[src/rtl/layer_compositor_pkg.sv]
// Shared game definitions: game-state codes, the compositor FSM encoding and
// a helper used to size layer indices.
package layer_compositor_pkg;

  typedef enum logic [3:0] {
    TITLE     = 4'd0,
    MENU      = 4'd1,
    PLAY      = 4'd2,
    PAUSE     = 4'd3,
    SHOP      = 4'd4,
    BOSS      = 4'd5,
    VICTORY   = 4'd6,
    GAME_OVER = 4'd7,
    FAIL      = 4'd8
  } game_state_e;

  typedef enum logic {
    SHOW  = 1'b0,
    BLANK = 1'b1
  } comp_fsm_e;

  // A single layer still needs a 1-bit index field.
  function automatic int id_width(input int n);
    return (n > 1) ? $clog2(n) : 1;
  endfunction

endpackage

[src/rtl/layer_compositor_if.sv]
// Layer-source / pixel-sink bundle of the compositor. The master side supplies
// layer addresses and hits; the slave (compositor) returns the composited pixel.
interface layer_compositor_if #(
  parameter int NUM_LAYERS = 4,
  parameter int ADDR_W     = 17
);
  import layer_compositor_pkg::*;

  localparam int ID_W = id_width(NUM_LAYERS);

  logic [NUM_LAYERS*ADDR_W-1:0] layer_addr;
  logic [NUM_LAYERS-1:0]        layer_hit;
  logic [ADDR_W-1:0]            pixel_addr;
  logic                         not_blank;
  logic [ID_W-1:0]              layer_id;
  logic                         in_transition;

  modport master (
    output layer_addr, layer_hit,
    input  pixel_addr, not_blank, layer_id, in_transition
  );

  modport slave (
    input  layer_addr, layer_hit,
    output pixel_addr, not_blank, layer_id, in_transition
  );
endinterface

[src/rtl/layer_compositor_prio_enc.sv]
// Fixed-priority encoder: the lowest set request bit wins.
module prio_enc
  import layer_compositor_pkg::*;
#(
  parameter int NUM_LAYERS = 4
) (
  input  logic [NUM_LAYERS-1:0]           req,
  output logic                            valid,
  output logic [id_width(NUM_LAYERS)-1:0] idx
);
  localparam int ID_W = id_width(NUM_LAYERS);

  // Scanning downwards lets the lowest index overwrite any higher one.
  always_comb begin
    valid = 1'b0;
    idx   = '0;
    for (int i = NUM_LAYERS - 1; i >= 0; i--) begin
      if (req[i]) begin
        valid = 1'b1;
        idx   = ID_W'(i);
      end
    end
  end
endmodule

[src/rtl/layer_compositor.sv]
// Sprite/background layer compositor with a blanking transition on game-state
// changes and per-layer blinking. Two-cycle registered pixel output.
//
// state | meaning
// SHOW  | layers drawn according to the latched game state
// BLANK | output forced blank for trans_cnt frame ends after a state change
module layer_compositor
  import layer_compositor_pkg::*;
#(
  parameter int NUM_LAYERS   = 4,
  parameter int ADDR_W       = 17,
  parameter int STATE_W      = 4,
  parameter int NUM_STATES   = 9,
  parameter int H_LAST       = 799,
  parameter int V_LAST       = 524,
  parameter int TRANS_FRAMES = 8,
  parameter int BLINK_FRAMES = 30
) (
  input  logic                           clk,
  input  logic                           rst,
  input  logic [STATE_W-1:0]             state,
  input  logic [9:0]                     h_cnt,
  input  logic [9:0]                     v_cnt,
  input  logic [NUM_STATES*NUM_LAYERS-1:0] state_mask,
  input  logic [NUM_LAYERS-1:0]          blink_mask,
  layer_compositor_if.slave              bus
);
  localparam int ID_W = id_width(NUM_LAYERS);
  localparam int TC_W = $clog2(TRANS_FRAMES + 1);
  localparam int BC_W = $clog2(BLINK_FRAMES + 1);

  comp_fsm_e                    fsm_q, fsm_d;
  logic [STATE_W-1:0]           latched_q, latched_d;
  logic [TC_W-1:0]              trans_q, trans_d;
  logic [BC_W-1:0]              blink_cnt;
  logic                         blink_phase;
  logic                         frame_end, state_chg;
  logic [NUM_LAYERS-1:0]        en_mask, elig, elig_q;
  logic [NUM_LAYERS*ADDR_W-1:0] addr_q;
  logic                         blank_q;
  logic                         enc_valid;
  logic [ID_W-1:0]              enc_idx;
  logic [ADDR_W-1:0]            sel_addr;

  assign frame_end = (h_cnt == 10'(H_LAST)) && (v_cnt == 10'(V_LAST));
  assign state_chg = (state != latched_q);

  always_ff @(posedge clk or posedge rst) begin
    if (rst) begin
      fsm_q     <= SHOW;
      latched_q <= '0;
      trans_q   <= '0;
    end else begin
      fsm_q     <= fsm_d;
      latched_q <= latched_d;
      trans_q   <= trans_d;
    end
  end

  // A state change outranks the final frame end, so a late change restarts the blank.
  always_comb begin
    fsm_d     = fsm_q;
    latched_d = latched_q;
    trans_d   = trans_q;
    if (state_chg) begin
      fsm_d     = BLANK;
      latched_d = state;
      trans_d   = TC_W'(TRANS_FRAMES);
    end else if (fsm_q == BLANK && frame_end) begin
      trans_d = trans_q - 1'b1;
      if (trans_q == TC_W'(1)) fsm_d = SHOW;
    end
  end

  always_ff @(posedge clk or posedge rst) begin
    if (rst) begin
      blink_cnt   <= '0;
      blink_phase <= 1'b0;
    end else if (frame_end) begin
      if (blink_cnt == BC_W'(BLINK_FRAMES - 1)) begin
        blink_cnt   <= '0;
        blink_phase <= ~blink_phase;
      end else begin
        blink_cnt <= blink_cnt + 1'b1;
      end
    end
  end

  // Out-of-range state codes match no entry and leave every layer disabled.
  always_comb begin
    en_mask = '0;
    for (int s = 0; s < NUM_STATES; s++) begin
      if (latched_q == STATE_W'(s)) en_mask = state_mask[s*NUM_LAYERS +: NUM_LAYERS];
    end
  end

  assign elig = bus.layer_hit & en_mask & ~(blink_mask & {NUM_LAYERS{blink_phase}});

  always_ff @(posedge clk or posedge rst) begin
    if (rst) begin
      elig_q  <= '0;
      addr_q  <= '0;
      blank_q <= 1'b0;
    end else begin
      elig_q  <= elig;
      addr_q  <= bus.layer_addr;
      blank_q <= (fsm_q == BLANK);
    end
  end

  prio_enc #(.NUM_LAYERS(NUM_LAYERS)) u_prio_enc (
    .req   (elig_q),
    .valid (enc_valid),
    .idx   (enc_idx)
  );

  always_comb begin
    sel_addr = '0;
    for (int i = 0; i < NUM_LAYERS; i++) begin
      if (enc_idx == ID_W'(i)) sel_addr = addr_q[i*ADDR_W +: ADDR_W];
    end
  end

  always_ff @(posedge clk or posedge rst) begin
    if (rst) begin
      bus.pixel_addr    <= '0;
      bus.not_blank     <= 1'b0;
      bus.layer_id      <= '0;
      bus.in_transition <= 1'b0;
    end else begin
      bus.in_transition <= blank_q;
      if (blank_q || !enc_valid) begin
        bus.pixel_addr <= '0;
        bus.not_blank  <= 1'b0;
        bus.layer_id   <= '0;
      end else begin
        bus.pixel_addr <= sel_addr;
        bus.not_blank  <= 1'b1;
        bus.layer_id   <= enc_idx;
      end
    end
  end
endmodule

[src/flat_wrapper.sv]
// flat-port wrapper written by rule: the top's interface ports become plain ports
module layer_compositor_flat import layer_compositor_pkg::*;
#(
  parameter int NUM_LAYERS   = 4,
  parameter int ADDR_W       = 17,
  parameter int STATE_W      = 4,
  parameter int NUM_STATES   = 9,
  parameter int H_LAST       = 799,
  parameter int V_LAST       = 524,
  parameter int TRANS_FRAMES = 8,
  parameter int BLINK_FRAMES = 30
)
  (clk, rst, state, h_cnt, v_cnt, state_mask, blink_mask, bus_layer_addr, bus_layer_hit, bus_pixel_addr, bus_not_blank, bus_layer_id, bus_in_transition);
  layer_compositor_if #(.NUM_LAYERS(NUM_LAYERS), .ADDR_W(ADDR_W)) bus_i ();
  input  logic clk;
  input  logic rst;
  input  logic [STATE_W-1:0] state;
  input  logic [9:0] h_cnt;
  input  logic [9:0] v_cnt;
  input  logic [NUM_STATES*NUM_LAYERS-1:0] state_mask;
  input  logic [NUM_LAYERS-1:0] blink_mask;
  input wire logic [$bits(bus_i.layer_addr)-1:0] bus_layer_addr;
  input wire logic [$bits(bus_i.layer_hit)-1:0] bus_layer_hit;
  output wire logic [$bits(bus_i.pixel_addr)-1:0] bus_pixel_addr;
  output wire logic [$bits(bus_i.not_blank)-1:0] bus_not_blank;
  output wire logic [$bits(bus_i.layer_id)-1:0] bus_layer_id;
  output wire logic [$bits(bus_i.in_transition)-1:0] bus_in_transition;
  assign bus_i.layer_addr = bus_layer_addr;
  assign bus_i.layer_hit = bus_layer_hit;
  assign bus_pixel_addr = bus_i.pixel_addr;
  assign bus_not_blank = bus_i.not_blank;
  assign bus_layer_id = bus_i.layer_id;
  assign bus_in_transition = bus_i.in_transition;
  layer_compositor #(.NUM_LAYERS(NUM_LAYERS), .ADDR_W(ADDR_W), .STATE_W(STATE_W), .NUM_STATES(NUM_STATES), .H_LAST(H_LAST), .V_LAST(V_LAST), .TRANS_FRAMES(TRANS_FRAMES), .BLINK_FRAMES(BLINK_FRAMES)) u_core (.clk(clk), .rst(rst), .state(state), .h_cnt(h_cnt), .v_cnt(v_cnt), .state_mask(state_mask), .blink_mask(blink_mask), .bus(bus_i));
endmodule
[config.mk]
export PLATFORM = sky130hd
export DESIGN_NAME = layer_compositor_flat
export DESIGN_NICKNAME = d
export VERILOG_FILES = /design/src/rtl/layer_compositor_pkg.sv /design/src/rtl/layer_compositor_if.sv /design/src/rtl/layer_compositor_prio_enc.sv /design/src/rtl/layer_compositor.sv /design/src/flat_wrapper.sv
export SDC_FILE = /design/constraint.sdc
export NUM_CORES = 1
export LEC_CHECK = 0
export CAP_MARGIN = 20
export CORE_AREA = 2 2 96 135
export DETAILED_ROUTE_END_ITERATION = 8
export DIE_AREA = 0 0 98 137
export PLACE_DENSITY = 0.66
export SKIP_LAST_GASP = 1
export SLEW_MARGIN = 0
export SYNTH_ARGS = -nofsm -noshare
export SYNTH_HDL_FRONTEND = slang
export SYNTH_HIERARCHICAL = 1
export SYNTH_SLANG_ARGS = --single-unit
[constraint.sdc]
create_clock -name clk -period 3.05 [get_ports clk]
set_input_delay 0.4575 -clock clk [delete_from_list [all_inputs] [get_ports clk]]
set_output_delay 0.4575 -clock clk [all_outputs]
set_load 0.01 [all_outputs]
### After elaboration in Yosys (flattened, before gate mapping)

Cells that the tools add are included.

* register bits: 109
* output and inout port bits: 21
* logic and storage cells: 75

* add/sub/neg operators: 2
* eq/ne operators: 16
* muxes and demuxes: 30
* bitwise logic cells: 5
* reductions and logical operators: 10

Operators by type and width (number)
* two-way mux 17 bit: 5
* two-way mux 4 bit: 11
* equality test 10 bit (second input constant): 2
* equality test 4 x 3 -> 1 bit (second input constant): 4
* bitwise AND 4 bit: 3
* two-way mux 2 bit: 5
* equality test 4 x 1 -> 1 bit (second input constant): 2
* equality test 4 x 2 -> 1 bit (second input constant): 2
* two-way mux 1 bit: 8
* adder 5 x 1 -> 5 bit (second input constant): 1
* equality test 5 bit (second input constant): 1
* two-way mux 5 bit: 1
* equality test 2 bit (second input constant): 2
* equality test 4 bit (second input constant): 1
* logical NOT 4 bit: 1
* != test 4 bit: 1
* NOT 4 bit: 1
* AND reduction 2 bit: 2
* nonzero test 2 bit: 2
* subtractor 4 x 1 -> 4 bit (second input constant): 1
* equality test 2 x 1 -> 1 bit (second input constant): 1
* logical AND 1 bit: 2
* logical NOT 2 bit: 1
* logical NOT 1 bit: 1
* 2 further kinds: 2

### Logic depth before layout (Yosys ltp)

* depth after elaboration: 12
* mapped depth: 6
* mapped depth without buffers: 6

### Hierarchy

Netlist, hierarchy kept.

Modules (own cells, without submodules)
* layer_compositor: instances 1, cells each 286, area an instance 4155.2 um^2, sequential area each 2727.6 um^2
* prio_enc: instances 1, cells each 7, area an instance 35.0 um^2, sequential area each 0.0 um^2

### Worst setup path before layout

OpenSTA, ideal clock, no wires.

* path kind: flip-flop to flip-flop
* start point: reg u_core.elig_q[2]
* end point: reg u_core.bus.pixel_addr[11]
* setup time: 0.119 ns
* data arrival time: 1.768 ns
* setup slack: 1.163 ns
* cell stages (with the launch flop): 7
* path through: dfrtp_1 -> nand2b_1 -> a21oi_2 -> buf_2 -> buf_4 -> mux4_2 -> and2_1

* cells in the longest elaborated chain, start to end: 9
* elaborated cells on any way between the ends: 17

RTL lines
* start: declaration: RTL line layer_compositor.sv:38 `logic [NUM_LAYERS-1:0] en_mask, elig, elig_q;`
* start signal: assignment: RTL line layer_compositor.sv:105 `elig_q <= elig;`
* two-way mux 2 bit (*) (3 in a row): RTL line layer_compositor_prio_enc.sv:18 `if (req[i]) begin`
* net u_core.enc_idx[0]: RTL line layer_compositor.sv:42 `logic [ID_W-1:0] enc_idx;`
* logical NOT 2 bit: RTL line layer_compositor.sv:120 `if (enc_idx == ID_W'(i)) sel_addr = addr_q[i*ADDR_W +: ADDR_W];`
* two-way mux 17 bit (3 in a row): RTL line layer_compositor.sv:120
* two-way mux 17 bit (*): RTL line layer_compositor.sv:120
* two-way mux 17 bit (*): RTL line layer_compositor.sv:132 `if (blank_q || !enc_valid) begin`
* end signal: assignment: RTL line layer_compositor.sv:137 `bus.pixel_addr <= sel_addr;`
* end: declaration: RTL line layer_compositor_if.sv:25 `output pixel_addr, not_blank, layer_id, in_transition`

Mark *: on every way through the listed nets, which the timed path passes. The rest lies on a longest branch.
A chain may end at the register's enable or synchronous reset.

### Worst setup path in the final report

* start point: in v_cnt[9]
* end point: reg u_core.trans_q[2]

* cells in the longest elaborated chain, start to end: 4

RTL lines
* start: declaration: RTL line flat_wrapper.sv:19 `input logic [9:0] v_cnt;`
* equality test 10 bit: RTL line layer_compositor.sv:45 `assign frame_end = (h_cnt == 10'(H_LAST)) && (v_cnt == 10'(V_LAST));`
* logical AND 1 bit: RTL line layer_compositor.sv:45
* logical AND 1 bit: RTL line layer_compositor.sv:69 `end else if (fsm_q == BLANK && frame_end) begin`
* nonzero test 2 bit (no line)
* end signal: assignment: RTL line layer_compositor.sv:56 `trans_q <= trans_d;`
* end: declaration: RTL line layer_compositor.sv:34 `logic [TC_W-1:0] trans_q, trans_d;`

No other way between the ends.

==> summary.txt <==
Leakage power figure - 2.64 nW
Final Max Tran Viols - 0
Chip height - 137 um
# Max-Cap Violations - 0
CTS Buffer Depth - 2
Mapped Cells - 293
Worst-path cell chain - clkdlybuf4s50_1 > nor4bb_1 > nand3_1 > or4_1 > a21oi_1
Row count - 48
Most frequent cells in the layout - clkdlybuf4s50_1, dfrtp_1, and2_1
H-tree depth - 3
Req. time, crit path - 3.31 ns
Most common cell after layout, fill and taps aside - clkdlybuf4s50_1
Synth async-reset ratio - 100%
Main combinational cell family by area after synthesis - multiplexers
Worst Path Buf+Inv - 1
Relative slew slack - 37.7%
Crit path arrival time - 2.37 ns
Hpwl dp - 7070 um
GR Util met1 - 16.8%
Clock root cell - clkbuf_16
Setup bufs post-CTS - 0
Avg Vias per Cell - 4.68
Placed cell areas - 5950 um2
Sink Count - 109
# DRC - 0
Syn_nets - 435
Gpl congestion - 0.749
GRT Total Usage - 14.6%
Port Buf Inserts - 158
Nets - 592
Setup Skew - 0.00542 ns
Place WS - 0.615 ns
Via Count - 2831
Avg Inst Size Synth - 14.3 um2
Number of synthesized flops with an enable pin - 0
Hold Vio Cnt, Final - 0
Endpoint type of the worst setup path - flip-flop
Filler-free cell count of the finished design - 605
XOR/XNOR Fraction of Synth Area - 1.05%
Layout cells sized above 1 - 11.0%
CTS buffer count - 9
Slowest CP cell - or4_1
Worst hold slack - 0.382 ns
Mux share of post-synthesis cell area - 12.6%
Critical path launch point type - input pin
Initial antenna violation count - 0
Die area - 13400 um2
Post-synthesis register bit count - 109
Cell area after layout - 6300 um2
Synth Cell Area - 4190 um2
Top achievable clock speed - 474 MHz
Met2 Use GR - 26.3%
Post-Route Setup TNS - 0 ns
Adder-cell share of the synthesized area - 1.19%
Seq/Total Area, Yosys - 65.1%
Yosys warning total - 6
Most used routing layer - met2
First-pass GRT wire length - 14900 um
Post-layout util - 51.7%
CTS Hold Bufs - 0
Post_cts resized - 0
Antenna Cells - 0
IO Pins - 159
Fin crit share - 69.1%
Register-to-Register Setup Slack - 1.06 ns
R2R depth - 4
PnR Total Power - 3.21 mW
Core area - 12200 um2
Status - finished clean
1st-iter DRT viols - 77
Post-synthesis simple-gate area fraction - 11.4%
Yosys cell types - 47
RSZ-0062 raised after global routing - no
Largest net degree at the start of global routing - 71
Worst-margin pin slew - 0.935 ns
Family with the most delay on the worst path - simple AND/OR/NAND/NOR gates
Number of global-route vias before repair - 3040
Area fraction in compound gates after synthesis - 5.79%
Post-route ant nets - 0
Starting Density - 34.4%
Drt pass-1 iters - 4
Final Critical Period - 2.11 ns
Die width - 98 um
Critical path depth in cells - 5
Grt total ovfl - 0
PwrDens - 510 nW/um2
Clock Latency Late Sink - 0.34 ns
Setup Crit Path Kind - input pin to flip-flop
Final WS setup - 0.942 ns
Grt met3 use - 3.42%
Worst hold path stage count - 0
Area growth syn-to-layout - 50.3%
Largest stage delay on the critical path - 0.63 ns
Peak supply drop - 378 uV
Worst-path clk slew - 0.07 ns
Crit-path max FO - 14
Placed instance count - 589
Final setup viols - 0
Routed WL - 9550 um
TritonCTS clock tree - done
Main flop type after synthesis - dfrtp_1
DR WL/cell - 15.8 um
Type of the most critical hold path - flip-flop to flip-flop
==> where the power goes <==
group / switching [mW] / internal, mW / leakage, nW
registers: 0.0254 / 1.50 / 1.33
logic: 0.116 / 0.250 / 1.14
clock network: 0.514 / 0.810 / 0.168
total: 0.655 / 2.56 / 2.64
==> layout make-up <==
cell class                 count  area (um2)
clock buffer                  10         229
clock inverter                 6         116
fill                        1031        5890
inverter                       9        37.5
multi-input combinational    158        1360
sequential                   109        2730
tap                          150         188
timing repair buffer         163        1640
==> flip-flops by register name, indices dropped and copies added (netlist names) <==
| signal | cells |
|---|---|
| u_core/blank_q | 1 |
| u_core/elig_q | 4 |
| u_core/blink_cnt | 5 |
| u_core/latched_q | 4 |
| u_core/addr_q | 68 |
| u_core/bus.in_transition | 1 |
| u_core/bus.layer_id | 2 |
| u_core/bus.pixel_addr | 17 |
| u_core/bus.not_blank | 1 |
| u_core/trans_q | 4 |
| u_core/blink_phase | 1 |
| u_core/fsm_q | 1 |
==> logic make-up (layout without fill, tap and decap cells) <==
group	after synthesis	count (layout)
fa+ha+maj	4	4
mux	31	31
flops	109	109
xor+xnor	5	5
compound gates	35	35
simple gates	83	83
buf+inv	26	188
==> metal layers <==
| metal | wire [um] | up-vias |
|---|---|---|
| li1 | - | 1340 |
| met1 | 3810 | 1389 |
| met2 | 5150 | 93 |
| met3 | 445 | 9 |
| met4 | 141 | 0 |
| met5 | 0 | - |
==> Yosys cell counts (2+ instances only) <==
cell type	count	area [um2]
o31ai_1	3	22.5
and4_1	2	17.5
dfrtp_1	109	2730
mux4_2	17	383
o22ai_1	3	18.8
nor2b_1	2	12.5
or4_1	4	30.0
nand2_1	15	56.3
xnor2_1	4	35.0
mux2_2	4	45.0
a211oi_1	3	22.5
o21bai_1	3	22.5
buf_2	5	25.0
nand3_1	4	20.0
nor3b_1	3	22.5
inv_1	9	33.8
buf_4	2	15.0
ha_1	4	50.1
o21ai_0	3	15.0
nor2_1	14	52.6
and2_1	20	125
a21oi_1	10	50.1
nor4bb_1	2	20.0
nand4_1	2	12.5
or2_2	2	12.5
clkbuf_1	8	30.0
nand2b_1	5	31.3
mux2i_1	10	100
nor3_1	3	15.0
==> worst paths after layout <==
kind | end | start
worst max register to register | u_core/elig_q[1] | u_core/latched_q[0]
worst min-delay path | u_core/bus.in_transition | u_core/blank_q
min in group asynchronous | u_core/addr_q[4] | rst
worst min register to register | u_core/bus.in_transition | u_core/blank_q
max in group asynchronous | u_core/latched_q[1] | rst
worst max-delay path | u_core/trans_q[2] | v_cnt[9]
Note: power is estimated with default switching activity, not from simulation.
